## config.mk

```make
export PLATFORM = sky130hd
export DESIGN_NAME = mulu_xnyn_seq_flat
export DESIGN_NICKNAME = d
export VERILOG_FILES = /design/src/rtl/mulu_xnyn_seq_if.sv /design/src/rtl/mulu_xnyn_seq.sv /design/src/flat_wrapper.sv
export SDC_FILE = /design/constraint.sdc
export NUM_CORES = 1
export LEC_CHECK = 0
export CORE_ASPECT_RATIO = 0.8
export CORE_MARGIN = 2
export CORE_UTILIZATION = 57
export CTS_BUF_LIST = sky130_fd_sc_hd__clkbuf_8
export DETAILED_ROUTE_END_ITERATION = 8
export GPL_TIMING_DRIVEN = 0
export HOLD_SLACK_MARGIN = 0.12
export PLACE_DENSITY_LB_ADDON = 0.3
export REMOVE_ABC_BUFFERS = 1
export SETUP_SLACK_MARGIN = 0.3
export SLEW_MARGIN = 25
export SYNTH_ARGS = -nofsm -noshare
export SYNTH_HDL_FRONTEND = slang
export SYNTH_SLANG_ARGS = --single-unit
```

## constraint.sdc

```tcl
create_clock -name clk -period 3.35 [get_ports clk]
set_input_delay 0.67 -clock clk [delete_from_list [all_inputs] [get_ports clk]]
set_output_delay 0.67 -clock clk [all_outputs]
set_load 0.005 [all_outputs]
```

## src/rtl/mulu_xnyn_seq_if.sv

```systemverilog
// mulu_xnyn_seq_if: request/result bundle for the sequential multiplier
// start/sgn/x/y: request (master drives); p/s/rdy/busy: result and status (slave drives)
interface mulu_xnyn_seq_if #(parameter int WIDTH = 4);
    logic               start;
    logic               sgn;
    logic [WIDTH-1:0]   x;
    logic [WIDTH-1:0]   y;
    logic [2*WIDTH-1:0] p;
    logic               s;
    logic               rdy;
    logic               busy;
    modport master (output start, sgn, x, y, input p, s, rdy, busy);
    modport slave  (input start, sgn, x, y, output p, s, rdy, busy);
endinterface

```

## src/rtl/mulu_xnyn_seq.sv

```systemverilog
// mulu_xnyn_seq: shift-add multiplier, unsigned or two's complement, one multiplier bit per clock
// clk: clock; reset: synchronous active-low; bus: request (start/sgn/x/y) and result (p/s/rdy/busy)
module mulu_xnyn_seq #(
    parameter int WIDTH = 4
) (
    input  logic                  clk,
    input  logic                  reset,
    mulu_xnyn_seq_if.slave        bus
);
    localparam int CW = $clog2(WIDTH);
    typedef enum logic [1:0] {IDLE, RUN, DONE} state_t;
    state_t             state, state_nx;
    logic [2*WIDTH-1:0] acc, mc, sum;
    logic [WIDTH-1:0]   mp, mx, my;
    logic [CW-1:0]      cnt;
    logic               neg, last, take;
    // Operand magnitudes; the most-negative value maps to 2^(WIDTH-1), which still fits unsigned.
    always_comb begin
        mx   = (bus.sgn & bus.x[WIDTH-1]) ? -bus.x : bus.x;
        my   = (bus.sgn & bus.y[WIDTH-1]) ? -bus.y : bus.y;
        sum  = acc + (mp[0] ? mc : '0);
        last = cnt == CW'(WIDTH-1);
        take = (state != RUN) & bus.start;
    end
    always_ff @(posedge clk)
        if (!reset) state <= IDLE;
        else        state <= state_nx;
    always_comb begin
        state_nx = state;
        case (state)
            IDLE:    state_nx = bus.start ? RUN : IDLE;
            RUN:     state_nx = last ? DONE : RUN;
            DONE:    state_nx = bus.start ? RUN : DONE;
            default: state_nx = IDLE;
        endcase
    end
    always_comb begin
        bus.busy = state == RUN;
        bus.rdy  = state == DONE;
    end
    // The final partial product is folded in combinationally so p loads on the WIDTH-th RUN edge.
    always_ff @(posedge clk)
        if (!reset) begin
            acc   <= '0;
            mc    <= '0;
            mp    <= '0;
            cnt   <= '0;
            neg   <= 1'b0;
            bus.p <= '0;
            bus.s <= 1'b0;
        end else if (take) begin
            acc <= '0;
            mc  <= {{WIDTH{1'b0}}, mx};
            mp  <= my;
            cnt <= '0;
            neg <= bus.sgn & (bus.x[WIDTH-1] ^ bus.y[WIDTH-1]);
        end else if (state == RUN) begin
            acc <= sum;
            mc  <= mc << 1;
            mp  <= mp >> 1;
            cnt <= cnt + 1'b1;
            if (last) begin
                bus.p <= neg ? -sum : sum;
                bus.s <= neg & (|sum);
            end
        end
endmodule

```

## src/flat_wrapper.sv

```systemverilog
// flat-port wrapper written by rule: the top's interface ports become plain ports
module mulu_xnyn_seq_flat 
#(
    parameter int WIDTH = 4
)
  (clk, reset, bus_start, bus_sgn, bus_x, bus_y, bus_p, bus_s, bus_rdy, bus_busy);
  mulu_xnyn_seq_if #(.WIDTH(WIDTH)) bus_i ();
  input  logic clk;
  input  logic reset;
  input wire logic [$bits(bus_i.start)-1:0] bus_start;
  input wire logic [$bits(bus_i.sgn)-1:0] bus_sgn;
  input wire logic [$bits(bus_i.x)-1:0] bus_x;
  input wire logic [$bits(bus_i.y)-1:0] bus_y;
  output wire logic [$bits(bus_i.p)-1:0] bus_p;
  output wire logic [$bits(bus_i.s)-1:0] bus_s;
  output wire logic [$bits(bus_i.rdy)-1:0] bus_rdy;
  output wire logic [$bits(bus_i.busy)-1:0] bus_busy;
  assign bus_i.start = bus_start;
  assign bus_i.sgn = bus_sgn;
  assign bus_i.x = bus_x;
  assign bus_i.y = bus_y;
  assign bus_p = bus_i.p;
  assign bus_s = bus_i.s;
  assign bus_rdy = bus_i.rdy;
  assign bus_busy = bus_i.busy;
  mulu_xnyn_seq #(.WIDTH(WIDTH)) u_core (.clk(clk), .reset(reset), .bus(bus_i));
endmodule
```

Word level (Yosys, flattened, before mapping). Index checks and enable logic that the tools add are counted.

Flip-flop bits (word level): 34. Output and inout bits: 11. Logic and storage cells: 43.

Add/subtract/negate cells: 5. Equal/unequal tests: 4. Multiplexer cells: 12. Bitwise gates (word level): 8. Reduce and logical (&&, ||, !) cells: 5.

Operator list (number): $mux W4 (6); $mux W8 (2); $add A8 B8 Y8 (1); $neg A4 Y4 (2); $neg A8 Y8 (1); $reduce_or A8 Y1 (1); $pmux W2 S3 (1); $and A1 B1 Y1 (5); $eq A2 B2 Y1 const B (2); $mux W2 (2); $reduce_and A3 Y1 (1); $add A2 B1 Y2 const B (1); $eq A2 B1 Y1 const B (1); $logic_not A2 Y1 (1); $ne A2 B1 Y1 const B (1); $not A1 Y1 (2); $reduce_bool A2 Y1 (1); $reduce_or A2 Y1 (1); $mux W1 (1); $xor A1 B1 Y1 (1).

Longest topological paths before layout.
Word-level depth: 4. Depth in mapped cells: 10. Mapped depth without buffers: 10.

Worst setup path after synthesis. Ideal clock, no wire load.

Kind: register to register. Start: register u_core.mp[0]. End: register u_core.bus.p[7]. Library setup time: 130 ps. Arrival time: 2474 ps. Path slack: 747 ps. Stages on the path, launching flop included: 11. Buffers on the path: 0. Period minus slack after synthesis: 2603 ps. Cells stage by stage: dfxtp_1 and2_1 ha_1 inv_1 fa_1 or2b_1 a21oi_1 xor2_1 or4_4 o2111ai_1 o211ai_1.

Longest elaborated chain between the ends: 4.

Ends and longest elaborated chain: from (decl) (RTL line mulu_xnyn_seq.sv:14) `logic [WIDTH-1:0] mp, mx, my;`; from (signal assigned) (RTL line mulu_xnyn_seq.sv:54) `mp <= my;`; from (signal assigned) (RTL line mulu_xnyn_seq.sv:60) `mp <= mp >> 1;`; $mux W8 * (RTL line mulu_xnyn_seq.sv:21) `sum = acc + (mp[0] ? mc : '0);`; $add A8 B8 Y8 * (RTL line mulu_xnyn_seq.sv:21); $neg A8 Y8 (RTL line mulu_xnyn_seq.sv:63) `bus.p <= neg ? -sum : sum;`; $mux W8 * (RTL line mulu_xnyn_seq.sv:63); to (signal assigned) (RTL line mulu_xnyn_seq.sv:63); to (decl) (RTL line mulu_xnyn_seq_if.sv:13) `modport slave (input start, sgn, x, y, output p, s, rdy, busy);`.

Every way passes the cells marked *; elsewhere a longest branch is shown, timed or not. A chain may end at the register's enable or synchronous reset.

Worst setup path after layout. Ends and elaborated chain as after synthesis.

==> out/qor.yml <==
outcome:
  status: "finished, final reports clean"
worst_hold_path:
  whs_path_depth: 2
  worstHoldStart: "u_core.mc[7]"
  hp-class: "reg2reg"
  whs_endpoint: "u_core.mc[7]"
cells_and_area:
  drive_gt1_share_pct: 6.90
  final_core_util_pct: 71.9
  fill_cells: 242
  antenna_cells: 0
  area_growth_pct: 18.5
  final_nets: 284
  layout.cells.non_filler: 301
critical_path:
  reg2reg_from: "u_core.mp[0]"
  worstRegToRegCells: 10
  crit_required_ns: 3.52
  rrSetupSlack_ns: 0.52
  cp.arrival_ns: 3.00
  endpoint_kind: "register"
  path_max_fanout: 9
  r2r-end: "u_core.bus.p[7]"
  startpoint_type: "register"
  path_class: "reg2reg"
floorplanning:
  die_h_um: 55.6
  die_area_um2: 3810
  ios: 23
  fp.dieW_um: 68.5
  core_area_um2: 3130
  num_rows: 18
  start_util_pct: 60.7
place:
  port_buffers: 22
  post-place-cells: 293
  place_congestion: 0.857
  place_hpwl_mm: 2.95
run:
  maxCapViolCount: 0
route:
  antenna_left: 0
  finalWirelength_mm: 3.92
  num_vias: 1669
  drt-initial-drc-count: 74
  drt_pre_antenna_iters: 4
  drc: 0
  vias_per_cell: 5.54
  avgRoutedWirePerCell_um: 13.0
cts:
  clk_latency_ns: 0.29
  cts_made_buffers: 5
  cts_buffer_depth: 2
  cts_tree: "built"
  cts_sinks: 34
  clk_pin_slew_worst_paths_ns: 0.07
  htree_num_levels: 2
  cts_root_buffer: "clkbuf_8"
global_routing:
  grt_max_degree: 29
  grt-ovfl-total: 0
  grt_pass1_vias: 1530
  grt_first_pass_wirelength_mm: 6.90
  antenna_found_initial: 0
  grtUsageTotal_pct: 23.9
synth:
  synthCells: 240
  yosysSeqAreaShare_pct: 35.8
  ys_types: 42
  yosysWarnings: 0
  ys_ff_latch: 34
  syn_area_um2: 1900
  postSynthAreaPerCell_um2: 7.91
power:
  power_density_nw_per_um2: 394
  vdd_drop_max_v: 0.000299
  power_leakage_nw: 0.883
sta:
  slew_violations: 0
  setup_viol: 0
  clock-skew-final_ns: 0.00447
  rsz0062_at_grt: "false"
  whs_ns: 0.460
  fin_setup_tns_ns: 0
  period_minus_slack_ns: 2.83
  finalCritPeriodShare_pct: 84.5
  tightest_slew_ns: 0.672
  fmax_ghz: 0.353
  relSlewSlack_pct: 54.9
  finalHoldViolCount: 0
through the flow:
stage	instance area (um2)	power (W)	setup WS, ns
CTS	2250	0.000892	0.314
floorplan	1870	0.000501	0.747
global route	2250	0.000928	0.402
detailed placement	2140	0.000543	0.266
finish	2250	0.000888	0.519
global placement	2140	0.000541	0.250
synth_stat cells, drive strengths merged:
cell     instances  share of area, %
nand2b           2              0.66
nand4            1              0.33
buf              1              0.20
a221oi           1              0.79
nor4             1              0.33
or4              1              0.59
mux2i            2               1.1
clkbuf           8               1.6
nor2b            3              0.99
a211oi          10               4.2
o22ai            1              0.33
a31oi            1              0.33
mux2             1              0.59
and2             8               2.6
o21ai            5               1.3
a31o             1              0.46
a21o             2              0.79
xor2             6               2.8
inv             11               2.2
dfxtp           34                36
or3              2              0.66
nor3b            1              0.40
xnor2            8               3.7
a21oi           24               6.3
nand2           39               7.7
nand3            6               1.6
o31ai            3               1.2
o2111ai          1              0.46
nor2            26               5.1
clkinv           1              0.20
o211ai           1              0.40
ha              11               7.2
o21a             1              0.40
or2              2              0.66
nor3             3              0.79
a311oi           4               1.8
fa               1               1.1
a22oi            2              0.79
and3             2              0.66
or2b             1              0.40
o41ai            1              0.46
layout by cell type, fill, tap and decap left out, types with 2 or more instances in the layout:
cell / instances
a21o_1: 2
clkdlybuf4s50_1: 22
nor2b_1: 3
o31ai_1: 3
nor2_1: 26
and3_1: 2
or3_1: 2
a22oi_1: 2
xnor2_1: 8
ha_1: 11
clkbuf_8: 8
o21ai_0: 5
nand2_1: 39
or2_2: 2
nor3_1: 3
mux2i_1: 2
a21oi_1: 24
a311oi_1: 4
a211oi_1: 9
nand3_1: 6
dfxtp_1: 33
and2_1: 8
inv_1: 11
xor2_1: 6
worst max path at each step:
stage	startpoint	end	slack, ns	cells after the start
final	u_core.mp[0]	u_core.bus.p[7]	0.52	10
after global routing	u_core.mp[0]	u_core.bus.p[7]	0.40	10
after CTS	u_core.state[1]	bus_busy	0.31	3
after detailed placement	u_core.state[1]	bus_busy	0.27	3
after global placement	u_core.state[1]	bus_busy	0.25	3
after floorplan	u_core.mp[0]	u_core.bus.p[7]	0.75	10
kinds of logic after synthesis:
group           Yosys count  synth area share (%)
buf+inv                  21                  4.15
xor+xnor                 14                  6.46
compound gates           58                  20.1
mux                       3                  1.65
fa+ha+maj                12                  8.30
flops                    34                  35.8
simple gates             98                  23.5
registers in the layout, indices dropped and copies added, names as in the netlist:
| register | cells |
|---|---|
| u_core.mp | 4 |
| u_core.acc | 8 |
| u_core.bus.s | 1 |
| u_core.mc | 8 |
| u_core.cnt | 2 |
| u_core.state | 2 |
| u_core.neg | 1 |
| u_core.bus.p | 8 |
per-layer routing:
metal	up-vias	wire length, um	GRT usage, %
met3	7	234	7.09
met1	752	2010	33.9
met4	0	56	9.14
met5	-	0	0
li1	873	-	-
met2	37	1620	33.7
power by group:
part           leakage, nW  switching [W]  total, W  internal [W]
combinational        0.549      0.0000624  0.000107     0.0000449
clock               0.0575       0.000145  0.000352      0.000207
sequential           0.276      0.0000115  0.000428      0.000417
timing repair:
action / CTS / global route
gates resized for setup: 1 / 2
hold buffers: 0 / 0
pin swaps: 0 / 0
setup endpoints to repair: 1 / 3
buffers inserted: 0 / 0
worst max-delay path: stages (launching register included):
cell,delay [ns]
dfxtp_2,0.41
and2_1,0.16
ha_1,0.16
inv_1,0.05
fa_1,0.42
or2b_1,0.28
a21oi_1,0.18
xor2_1,0.19
or4_4,0.56
o2111ai_1,0.19
o211ai_1,0.11
cell type report:
cell class / instances / area (um2) / area share, %
timing repair buffer: 22 / 220 / 9.78
sequential: 34 / 682 / 30.3
multi-input combinational: 185 / 1140 / 50.8
clock buffer: 8 / 110 / 4.89
tap: 40 / 50.0 / 2.22
inverter: 12 / 46.3 / 2.06
Power figures use the tool's default switching activity.
